**src/rtl/mem_access_stage.sv**
```systemverilog
`default_nettype none
// ============================================================================
// Module      : mem_access_stage
// Description : MEM pipeline stage; word loads/stores over a req/ack memory
//               port with timeout, stall generation and MEM/WB registers.
// Revision    : 1.0 - initial release
// ============================================================================
module mem_access_stage #(
  parameter int TIMEOUT = 64
) (
  input  logic        clk_i,
  input  logic        rst_i,
  input  logic        RegWrite_i,
  input  logic        MemtoReg_i,
  input  logic        MemRead_i,
  input  logic        MemWrite_i,
  input  logic [31:0] ALUResult_i,
  input  logic [31:0] RS2data_i,
  input  logic [4:0]  RDaddr_i,
  output logic        mem_req_o,
  output logic        mem_we_o,
  output logic [31:0] mem_addr_o,
  output logic [31:0] mem_wdata_o,
  input  logic        mem_ack_i,
  input  logic [31:0] mem_rdata_i,
  output logic        stall_o,
  output logic        RegWrite_o,
  output logic        MemtoReg_o,
  output logic [31:0] ALUResult_o,
  output logic [31:0] ReadData_o,
  output logic [4:0]  RDaddr_o,
  output logic        misalign_o,
  output logic        timeout_o
);

  localparam logic [0:0] c_IDLE = 1'b0;
  localparam logic [0:0] c_BUSY = 1'b1;
  localparam logic [7:0] c_LAST_WAIT = 8'(TIMEOUT - 1);

  logic [0:0]  r_state;
  logic [0:0]  w_stateNext;
  logic [7:0]  r_waitCnt;
  logic        r_capRegWrite;
  logic        r_capMemtoReg;
  logic [31:0] r_capALUResult;
  logic [4:0]  r_capRDaddr;

  logic w_access;
  logic w_aligned;
  logic w_lastWait;
  logic w_pass;
  logic w_misalign;
  logic w_issue;
  logic w_complete;
  logic w_expire;
  logic w_stall;

  assign w_access   = MemRead_i | MemWrite_i;
  assign w_aligned  = (ALUResult_i[1:0] == 2'b00);
  assign w_lastWait = (r_waitCnt == c_LAST_WAIT);

  // State register
  always_ff @(posedge clk_i or posedge rst_i) begin
    if (rst_i) r_state <= c_IDLE;
    else       r_state <= w_stateNext;
  end

  // Next-state logic
  always_comb begin
    w_stateNext = r_state;
    case (r_state)
      c_IDLE:  if (w_access && w_aligned) w_stateNext = c_BUSY;
      c_BUSY:  if (mem_ack_i || w_lastWait) w_stateNext = c_IDLE;
      default: w_stateNext = c_IDLE;
    endcase
  end

  // Output / control decode; an ack on the final wait cycle still completes
  always_comb begin
    w_pass     = 1'b0;
    w_misalign = 1'b0;
    w_issue    = 1'b0;
    w_complete = 1'b0;
    w_expire   = 1'b0;
    w_stall    = 1'b0;
    case (r_state)
      c_IDLE: begin
        if (!w_access)       w_pass = 1'b1;
        else if (!w_aligned) w_misalign = 1'b1;
        else begin
          w_issue = 1'b1;
          w_stall = 1'b1;
        end
      end
      c_BUSY: begin
        if (mem_ack_i)       w_complete = 1'b1;
        else if (w_lastWait) w_expire = 1'b1;
        else                 w_stall = 1'b1;
      end
      default: ;
    endcase
    if (rst_i) w_stall = 1'b0;
  end

  assign stall_o = w_stall;

  always_ff @(posedge clk_i or posedge rst_i) begin
    if (rst_i) begin
      mem_req_o      <= 1'b0;
      mem_we_o       <= 1'b0;
      mem_addr_o     <= 32'd0;
      mem_wdata_o    <= 32'd0;
      r_waitCnt      <= 8'd0;
      r_capRegWrite  <= 1'b0;
      r_capMemtoReg  <= 1'b0;
      r_capALUResult <= 32'd0;
      r_capRDaddr    <= 5'd0;
      RegWrite_o     <= 1'b0;
      MemtoReg_o     <= 1'b0;
      ALUResult_o    <= 32'd0;
      ReadData_o     <= 32'd0;
      RDaddr_o       <= 5'd0;
      misalign_o     <= 1'b0;
      timeout_o      <= 1'b0;
    end else begin
      misalign_o  <= w_misalign;
      timeout_o   <= w_expire;
      // MEM/WB defaults to a bubble unless something retires this cycle
      RegWrite_o  <= 1'b0;
      MemtoReg_o  <= 1'b0;
      ALUResult_o <= 32'd0;
      ReadData_o  <= 32'd0;
      RDaddr_o    <= 5'd0;

      if (w_pass) begin
        RegWrite_o  <= RegWrite_i;
        MemtoReg_o  <= MemtoReg_i;
        ALUResult_o <= ALUResult_i;
        RDaddr_o    <= RDaddr_i;
      end

      if (w_issue) begin
        r_capRegWrite  <= RegWrite_i;
        r_capMemtoReg  <= MemtoReg_i;
        r_capALUResult <= ALUResult_i;
        r_capRDaddr    <= RDaddr_i;
        mem_req_o      <= 1'b1;
        mem_we_o       <= MemWrite_i;
        mem_addr_o     <= ALUResult_i;
        mem_wdata_o    <= RS2data_i;
        r_waitCnt      <= 8'd0;
      end

      if (w_complete) begin
        RegWrite_o  <= r_capRegWrite;
        MemtoReg_o  <= r_capMemtoReg;
        ALUResult_o <= r_capALUResult;
        ReadData_o  <= mem_we_o ? 32'd0 : mem_rdata_i;
        RDaddr_o    <= r_capRDaddr;
        mem_req_o   <= 1'b0;
      end else if (w_expire) begin
        mem_req_o <= 1'b0;
      end else if (r_state == c_BUSY) begin
        r_waitCnt <= r_waitCnt + 8'd1;
      end
    end
  end

endmodule
`default_nettype wire

```
**config.mk**
```make
export PLATFORM = sky130hd
export DESIGN_NAME = mem_access_stage
export DESIGN_NICKNAME = d
export VERILOG_FILES = /design/src/rtl/mem_access_stage.sv
export SDC_FILE = /design/constraint.sdc
export NUM_CORES = 1
export LEC_CHECK = 0
export ABC_AREA = 1
export ABC_CLOCK_PERIOD_IN_PS = 10200
export CAP_MARGIN = 5
export CORE_UTILIZATION = 45
export CTS_CLUSTER_SIZE = 30
export DETAILED_ROUTE_END_ITERATION = 10
export GPL_ROUTABILITY_DRIVEN = 0
export PLACE_DENSITY = 0.84
export SLEW_MARGIN = 10
export SYNTH_ARGS = -nofsm -noshare
export SYNTH_HDL_FRONTEND = slang
export SYNTH_SLANG_ARGS = --single-unit
```
**constraint.sdc**
```tcl
create_clock -name clk_i -period 10.2 [get_ports clk_i]
set_input_delay 2.04 -clock clk_i [delete_from_list [all_inputs] [get_ports clk_i]]
set_output_delay 2.04 -clock clk_i [all_outputs]
set_load 0.005 [all_outputs]
```
* Word-level counts from Yosys, hierarchy flattened
Cells that the tools add are included.
Operators by class: add/sub/neg operators 1, equal/unequal tests 1, multiplexer cells 37, bitwise logic cells 2, reductions and logical operators 4
Operators by type and width (number):
- $mux 32 | 4
- $mux 8 | 4
- $mux 1 | 25
- $mux 5 | 2
- $add 8x1->8 const B | 1
- $eq 8x6->1 const B | 1
- $pmux 1 s2 | 2
- $reduce_bool 3->1 | 1
- $logic_not 2->1 | 1
- $logic_and 1x1->1 | 1
- $logic_or 1x1->1 | 1
- $not 1->1 | 1
- $or 1x1->1 | 1
Storage, ports and cells: register bits 155, bits of input ports 108, output and inout bits 140, word-level logic and storage cells 61

* Longest topological paths before layout
Gate-level depths: netlist (run 1).
word-level depth 8, mapped depth 8, gate-level depth less buffers 8

* Worst setup path before layout (run 1)
Ideal clock, no wire load.
kind input port to output port, from input ALUResult_i[0], to output stall_o, arrival 2.667 ns, data required time 8.160 ns, setup slack 5.493 ns, stages on the path 5, buffers on the path 2, path through nor2_1 nand2_2 buf_6 buf_6 a21oi_2
On the way: longest elaborated chain between the ends 5
RTL lines:
- from (decl) | line 17 | input logic [31:0] ALUResult_i,
- $logic_not 2->1 | line 59 | assign w_aligned = (ALUResult_i[1:0] == 2'b00);
- $mux 1 | line 89 | else if (!w_aligned) w_misalign = 1'b1;
- $mux 1 | line 88 | if (!w_access) w_pass = 1'b1;
- $pmux 1 s2 | line 86 | case (r_state)
- $mux 1 | line 102 | if (rst_i) w_stall = 1'b0;
- to (decl) | line 26 | output logic stall_o,
No other way between the ends.

* Final worst setup path (run 1)
from input MemWrite_i, to output stall_o
On the way: longest elaborated chain between the ends 4
RTL lines:
- from (decl) | line 16 | input logic MemWrite_i,
- $or 1x1->1 | line 58 | assign w_access = MemRead_i | MemWrite_i;
- $mux 1 | line 88
- $pmux 1 s2 | line 86
- $mux 1 | line 102
No other way between the ends.

==> results.txt, run 1 <==
status: finished, final reports clean
placed cells: 1001
Tmin final: 5.73 ns
Critical R2R Launch: r_state
register bit count reported by yosys: 155
I/O Buffers: 247
Slew @ Worst Pin: 1.08 ns
drt pass-1 iters: 4
routed vias: 4843
Post-CTS Setup Repair Bufs: 0
Rel. slew slack: 27.9%
Worst setup EP type: output port
Final Setup Violations: 0
antenna-violating nets left: 0
Synth Area in XOR/XNOR: 0%
DR iter-0 viols: 355
most common cell after layout, fill and taps aside: clkdlybuf4s50_1
Setup crit start: MemWrite_i
worst slack, placed: 4.48 ns
peak supply drop: 102 µV
cell area after synthesis: 5850 µm²
Leakage: 4.29 nW
Max Slew Vio Count: 0
GR Util All Layers: 23.3%
share of cells above drive strength 1: 5.46%
Cell Pwr Density: 191 nW/µm²
core area: 12700 µm²
clk slew on worst S/H paths: 0.06 ns
Post-Syn Instances: 609
fmax: 175 MHz
critical setup path kind: input port to output port
Num CTS Buffers: 17
Period Utilization, post-route: 56.2%
Worst Reg-to-Reg Cells: 5
Finished Layout Cells: 1033
first-pass GRT wire length: 23300 µm
die area: 13500 µm²
Final Hold Vio Count: 0
Final Skew: 0.00614 ns
worst skew pair latency: 0.42 ns
Overflow after GRT: 0
row count: 41
ANT cells: 0
worst hold path class: flop to flop
Post-Synth Simple-Gate Area: 19.7%
clock sinks: 155
WL/cell: 14.7 µm
largest family of logic cells by synthesized area: simple AND/OR/NAND/NOR gates
Synth Area in Compound Gates: 7.25%
vias per cell: 4.69
crit path to: stall_o
overall die width: 116 µm
initial antenna violation count: 0
Routed WL: 15100 µm
post-synthesis sequential area ratio: 66.3%
drt drc: 0
CTS max path bufs: 2
Worst EP required: 8.16 ns
CP Max Fanout: 31
post-cts sizing count: 0
R2R Setup Slk: 8.19 ns
Distinct cells, synth: 22
H-Tree Depth: 4
PnR worst setup slack: 4.47 ns
number of fill cells: 925
WP data arrival: 3.69 ns
synthesized-area fraction occupied by adder cells: 0.214%
area grow syn2layout: 54.0%
Starting Density: 46.2%
Worst R2R End: r_capALUResult[31]
multiplexer share of the synthesized area: 0%
CTS Hold Bufs: 0
crit path launch type: input port
CTS tree: done
Synth Net Count: 718
setup total negative slack: 0 ns
most frequent cells in the layout: 247 x clkdlybuf4s50_1, 227 x nand2_1, 155 x dfrtp_1
Layout Utilization: 71.1%
syn_area_per_cell: 9.60 µm²
die height: 116 µm
Synth warnings: 0
Max-Cap Viols: 0
post-DP HPWL: 10300 µm
root buffer cell: clkbuf_16
RSZ-0062 raised after global routing: no
largest net degree at the start of global routing: 91
Ports: 248
Final Power: 1.72 mW
final net count: 957
vias in the first global route: 4696
==> stage by stage <==
step / hold slack (ns) / cell area [µm²]
2_1_floorplan: 0.453 / 5850
3_3_place_gp: 0.460 / 8390
3_5_place_dp: 0.464 / 8390
4_1_cts: 0.480 / 9000
5_1_grt: 0.500 / 9000
6_report: 0.477 / 9000
==> power breakdown <==
part	internal (mW)	total (mW)	switching, mW	leakage (nW)
Combinational	0.190	0.315	0.125	1.98
Clock	0.415	0.653	0.237	0.289
Sequential	0.695	0.750	0.0553	2.03
Total	1.30	1.72	0.417	4.29
==> synthesized netlist by cell type, drive strengths merged <==
cell type  instances  share of area [%]
a21oi              1               0.15
a32o               2               0.34
buf               24                2.7
clkbuf             6               0.39
dfrtp            155                 66
ha                 1               0.21
inv               53                3.4
nand2            230                 15
nand3             13                1.2
nand4              3               0.32
nor2              40                3.1
nor3               2               0.17
o21ai             79                6.8
==> area by class of cell <==
| cell class | count | area (µm²) | share of cell area [%] |
|---|---|---|---|
| clock inverter | 11 | 169 | 1.88 |
| clock buffer | 21 | 450 | 5.00 |
| multi-input combinational | 371 | 1590 | 17.7 |
| sequential | 155 | 3880 | 43.1 |
| tap | 172 | 215 | 2.39 |
| inverter | 53 | 204 | 2.26 |
| timing repair buffer | 250 | 2490 | 27.7 |
==> worst min-delay path by stage <==
stage                          from              end  slack, ns  cells after the start
floorplan             r_capMemtoReg       MemtoReg_o       0.45                      2
global placement      r_capRegWrite       RegWrite_o       0.46                      2
detailed placement   mem_wdata_o[4]   mem_wdata_o[4]       0.46                      2
CTS                  mem_wdata_o[4]   mem_wdata_o[4]       0.48                      2
global route        mem_wdata_o[22]  mem_wdata_o[22]       0.50                      2
finish               mem_wdata_o[4]   mem_wdata_o[4]       0.48                      2
==> cells by family after synthesis <==
kind of cell,count (synthesis)
buffers and inverters,83
and+or+nand+nor,288
AOI/OAI and AO/OA,82
DFF,155
adders and majority gates,1
==> worst max-delay path, stage by stage <==
cell             delay (ns)
clkdlybuf4s50_1        0.52
nor2_4                 0.07
nor2_2                 0.12
nand2_4                0.21
a21oi_2                0.20
clkdlybuf4s50_1        0.51
==> sequential cells by signal, indices dropped and copies added, names as in the netlist <==
| name | count |
|---|---|
| ALUResult_o | 32 |
| MemtoReg_o | 1 |
| RDaddr_o | 5 |
| ReadData_o | 32 |
| RegWrite_o | 1 |
| mem_req_o | 1 |
| mem_wdata_o | 32 |
| mem_we_o | 1 |
| misalign_o | 1 |
| r_capALUResult | 32 |
| r_capMemtoReg | 1 |
| r_capRDaddr | 5 |
| r_capRegWrite | 1 |
| r_state | 1 |
| r_waitCnt | 8 |
| timeout_o | 1 |
==> routing by layer <==
metal | track usage [%] | part of all wire (%)
met5 | 0 | 0
met4 | 10.3 | 2.6
met3 | 7.79 | 6.5
met2 | 38.7 | 52
met1 | 27.6 | 39
No activity file was read; power rests on OpenSTA's default activity.
==> run 2: changes to the inputs <==
- ABC_CLOCK_PERIOD_IN_PS: 10200 -> 5200
- CORE_UTILIZATION: 45 -> 38
- PLACE_DENSITY: 0.84 -> 0.76
- clock period: 10.2 -> 5.2 ns (I/O delays scaled with it)
==> run 2 against run 1 <==
- clock-buffer cell count decreased by 3
- utilization decreased by 10 points
- worst hold slack about the same
- combinational power increased by 96%
- sequential share of layout area increased by 0.060 points
- total power increased by 91%
- critical endpoint unchanged
- via count increased by 0.58%
- setup slack got worse by 3.2 ns
- critical path depth unchanged
- die area increased by 18%
- sequential cell count unchanged
==> results.txt, run 2 (synthesized netlist as in run 1, its figures left out) <==
hold path start: mem_wdata_o[0]
CP Max Fanout: 48 (+55%)
root buffer cell: clkbuf_16
Tmin final: 3.89 ns
row count: 44 (+7.3%)
Ports: 248 (unchanged)
share of cells above drive strength 1: 5.80% (+0.34 points)
Max-Cap Viols: 0 (unchanged)
largest net degree at the start of global routing: 74 (-19%)
Starting Density: 39.6% (-6.5 points)
crit path launch type: input port
routed vias: 4871 (+0.58%)
Period Utilization, post-route: 74.8%
Critical R2R Launch: r_state
Num CTS Buffers: 17 (unchanged)
CTS max path bufs: 2 (unchanged)
initial antenna violation count: 0 (unchanged)
I/O Buffers: 247 (unchanged)
Routed WL: 15000 µm (-0.68%)
placed cell areas: 8420 µm² (+0.40%)
vias in the first global route: 4766 (+1.5%)
CTS tree: done
Rel. slew slack: 28.2% (+0.29 points)
drt pass-1 iters: 4 (unchanged)
Final Power: 3.28 mW (+91%)
post-route cell area: 8990 µm² (-0.14%)
Worst EP required: 4.16 ns (-4.00 ns)
Final Hold Vio Count: 0 (unchanged)
fmax: 257 MHz
antenna-violating nets left: 0 (unchanged)
Final Skew: 0.0106 ns (+0.00442 ns)
first-pass GRT wire length: 24300 µm (+4.3%)
worst skew pair latency: 0.41 ns (about the same)
post-DP HPWL: 10300 µm (-0.30%)
area grow syn2layout: 53.8%
most common cell after layout, fill and taps aside: clkdlybuf4s50_1
overall die width: 126 µm (+8.7%)
status: finished, final reports clean
Setup crit start: MemWrite_i
Worst setup EP type: output port
ANT cells: 0 (unchanged)
Final Setup Violations: 0 (unchanged)
die area: 15900 µm² (+18%)
Leakage: 4.29 nW (about the same)
GR Util All Layers: 19.6% (-3.7 points)
WL/cell: 14.4 µm (-1.9%)
most frequent cells in the layout: 247 x clkdlybuf4s50_1, 227 x nand2_1, 155 x dfrtp_1
RSZ-0062 raised after global routing: no
clock sinks: 155 (unchanged)
DR iter-0 viols: 240 (-32%)
Max Slew Vio Count: 0 (unchanged)
post-cts sizing count: 0 (unchanged)
Cell Pwr Density: 365 nW/µm² (+91%)
number of fill cells: 1255 (+36%)
R2R Setup Slk: 3.20 ns (-4.99 ns)
core area: 14800 µm² (+16%)
setup total negative slack: 0 ns (unchanged)
Slew @ Worst Pin: 1.08 ns (-0.00434 ns)
Overflow after GRT: 0 (unchanged)
worst hold path class: flop to flop
clk slew on worst S/H paths: 0.06 ns (about the same)
final net count: 958 (+0.10%)
WP data arrival: 2.85 ns (-0.84 ns)
CTS Hold Bufs: 0 (unchanged)
critical setup path kind: input port to output port
peak supply drop: 194 µV (+89%)
Post-CTS Setup Repair Bufs: 0 (unchanged)
drt drc: 0 (unchanged)
die height: 126 µm (+8.7%)
PnR worst setup slack: 1.31 ns (-3.16 ns)
worst slack, placed: 1.33 ns (-3.16 ns)
H-Tree Depth: 4 (unchanged)
vias per cell: 4.66 (-0.67%)
## run 2: cell types whose count changed in the layout (fill, tap and decap cells not counted), sizes merged
cell      previous run  this run
clkinv               3         7
clkinvlp             4         3
buf                  3         4
bufinv               4         2
clkbuf              21        18
inv                 53        55
## run 2: report_power, final
part | switching [mW] | internal [mW]
clock | 0.483 | 0.707
combinational | 0.242 | 0.374
sequential | 0.109 | 1.36
## run 2: layout make-up
class	instances	area (µm²)	share of cell area [%]
sequential	155	3880	43.1
inverter	53	203	2.25
clock inverter	14	144	1.60
tap	184	230	2.56
timing repair buffer	251	2510	28.0
clock buffer	18	429	4.77
multi-input combinational	371	1590	17.7
## run 2: critical path: stages
cell             delay, ns
clkdlybuf4s50_1       0.53
nor2_4                0.07
nor2_2                0.12
nand2_4               0.30
a21oi_2               0.25
clkdlybuf4s50_1       0.51
## run 2: worst paths after layout
check                                    end  depth (start not counted)
min in group asynchronous    mem_wdata_o[12]                          2
max in group asynchronous     r_capRDaddr[4]                          3
hold / removal                mem_wdata_o[0]                          2
setup reg to reg           r_capALUResult[5]                          5
setup / recovery                     stall_o                          6
hold reg to reg               mem_wdata_o[0]                          2
## run 2: metal layers
metal	wire, µm	GRT usage (%)	vias up
met5	0	0	-
met4	354	7.44	0
met3	783	4.55	34
met2	7590	33.5	164
met1	6310	24.1	2311
li1	-	-	2362
## run 2: through the flow
step / cells / utilization (%) / hold slack (ns)
detailed placement: 1014 / 57.1 / 0.464
CTS: 1046 / 60.9 / 0.480
global route: 1046 / 60.9 / 0.501
global placement: 1014 / 57.1 / 0.460
finish: 1046 / 60.9 / 0.476
floorplan: 609 / - / 0.453
==> run 3: changes to the inputs <==
- ABC_CLOCK_PERIOD_IN_PS: 5200 -> 4000
- CORE_UTILIZATION: 38 -> 42
- PLACE_DENSITY: 0.76 -> 0.79
- clock period: 5.2 -> 4 ns (I/O delays scaled with it)
==> run 3 against run 2 <==
- worst hold slack improved by 0.00080 ns
- utilization up 6.5 points
- critical path depth down 1
- clock skew decreased by 0.0031 ns
- first-iteration DRC count rose by 50%
- sequential cell count did not move
- register-to-register slack got worse by 1.3 ns
- largest power group unchanged
==> results.txt, run 3 (synthesized netlist as in run 1, its figures left out) <==
status: finished, final reports clean
post-cts sizing count: 0 (unchanged)
hold path start: mem_wdata_o[1]
Worst setup EP type: output port
Slew @ Worst Pin: 0.837 ns (-0.241 ns)
CP max stage delay: 0.53 ns (about the same)
worst skew pair latency: 0.42 ns (about the same)
crit path launch type: input port
Final Hold Vio Count: 0 (unchanged)
PnR worst setup slack: 0.886 ns (-0.426 ns)
fmax: 321 MHz
ANT cells: 0 (unchanged)
WP data arrival: 2.31 ns (-0.54 ns)
Overflow after GRT: 0 (unchanged)
Critical R2R Launch: r_state
Top Usage Layer GRT: met2
Finished Layout Cells: 1039 (-0.67%)
die area: 14400 µm² (-9.4%)
clk slew on worst S/H paths: 0.06 ns (about the same)
Post-CTS Setup Repair Bufs: 0 (unchanged)
Routed WL: 15000 µm (about the same)
post-DP HPWL: 10100 µm (-2.4%)
CTS Hold Bufs: 0 (unchanged)
Ports: 248 (unchanged)
Starting Density: 43.6% (+4.0 points)
Worst EP required: 3.20 ns (-0.96 ns)
Period Utilization, post-route: 77.9%
die height: 120 µm (-4.8%)
area grow syn2layout: 54.6%
routed vias: 4890 (+0.39%)
CP Max Fanout: 10 (-79%)
CP dominant cell by count: clkdlybuf4s50_1
root buffer cell: clkbuf_16
CTS tree: done
RSZ-0062 raised after global routing: no
peak supply drop: 271 µV (+40%)
placed cells: 1008 (-0.59%)
Buf/Inv on CP: 2 (unchanged)
Final Skew: 0.00746 ns (-0.00309 ns)
Max Slew Vio Count: 0 (unchanged)
H-Tree Depth: 4 (unchanged)
Max-Cap Viols: 0 (unchanged)
CTS max path bufs: 2 (unchanged)
share of cells above drive strength 1: 5.91% (+0.11 points)
Num CTS Buffers: 17 (unchanged)
first-pass GRT wire length: 24200 µm (-0.28%)
drt pass-1 iters: 5 (+1)
R2R Setup Slk: 1.94 ns (-1.26 ns)
GR Util met1: 26.4% (+2.4 points)
routing usage on met3: 6.18% (+1.6 points)
Worst R2R End: r_capALUResult[5]
most frequent cells in the layout: 247 x clkdlybuf4s50_1, 227 x nand2_1, 155 x dfrtp_1
core area: 13400 µm² (-9.2%)
I/O Buffers: 247 (unchanged)
largest net degree at the start of global routing: 77 (+4.1%)
Leakage: 4.30 nW (+0.40%)
row count: 42 (-4.5%)
vias in the first global route: 4701 (-1.4%)
Hold Path Stages: 2 (unchanged)
GR Util All Layers: 21.9% (+2.3 points)
initial antenna violation count: 0 (unchanged)
overall die width: 120 µm (-4.8%)
critical setup path kind: input port to output port
final net count: 960 (+0.21%)
worst hold path class: flop to flop
WL/cell: 14.5 µm (+0.63%)
most common cell after layout, fill and taps aside: clkdlybuf4s50_1
Tmin final: 3.11 ns
clock sinks: 155 (unchanged)
drt drc: 0 (unchanged)
Cell Pwr Density: 479 nW/µm² (+31%)
worst slack, placed: 0.882 ns (-0.444 ns)
Final Power: 4.33 mW (+32%)
CP max-delay cell: clkdlybuf4s50_1
met2 Track Usage GR: 36.1% (+2.6 points)
Worst Reg-to-Reg Cells: 6 (+1)
cell family with the largest share of critical-path delay: buffers and inverters
DR iter-0 viols: 360 (+50%)
antenna-violating nets left: 0 (unchanged)
Rel. slew slack: 44.1% (+16 points)
Hold EP: mem_wdata_o[1]
Final Setup Violations: 0 (unchanged)
Final Hold Slack: 0.477 ns (+0.000801 ns)
vias per cell: 4.71 (+1.1%)
CP Cell Sequence: clkdlybuf4s50_1, nor2_8, nand2_2, a21oi_2, clkdlybuf4s50_1
setup total negative slack: 0 ns (unchanged)
number of fill cells: 1022 (-19%)
run 3: worst max path at each step:
stage	startpoint	end	slack, ns	depth (start not counted)
CTS	mem_ack_i	stall_o	0.87	5
global route	mem_ack_i	stall_o	0.83	5
global placement	mem_ack_i	stall_o	0.90	5
finish	mem_ack_i	stall_o	0.89	5
detailed placement	mem_ack_i	stall_o	0.88	5
floorplan	rst_i	ALUResult_o[0]	1.24	1
run 3: metrics by stage:
stage | utilization (%) | area [µm²]
floorplan | - | 5850
global route | 67.5 | 9040
detailed placement | 63.1 | 8450
global placement | 63.1 | 8450
finish | 67.5 | 9040
CTS | 67.5 | 9040
run 3: layer usage:
layer | routed length, µm | vias up
met4 | 441 | 0
met3 | 900 | 32
li1 | - | 2365
met5 | 0 | -
met2 | 7690 | 169
met1 | 6000 | 2324
run 3: area by class of cell:
class | instances | area [µm²] | area share, %
flip-flops and latches | 155 | 3880 | 42.9
multi-input cells | 371 | 1590 | 17.6
repair buffers | 253 | 2550 | 28.3
clock buffers | 19 | 443 | 4.90
clock inverters | 12 | 149 | 1.65
well taps | 176 | 220 | 2.44
inverters | 53 | 203 | 2.24
run 3: worst register-to-register path: cells and delay by family (launching register included):
kind            cells  cell delay (ns)
simple gates        3             0.35
compound gates      1             0.13
buf+inv             2             1.06
flops               1             0.43
run 3: where the power goes:
| part | total (mW) | internal [mW] | switching [mW] |
|---|---|---|---|
| Sequential | 1.89 | 1.77 | 0.119 |
| Combinational | 0.829 | 0.493 | 0.336 |
| Clock | 1.61 | 0.989 | 0.618 |
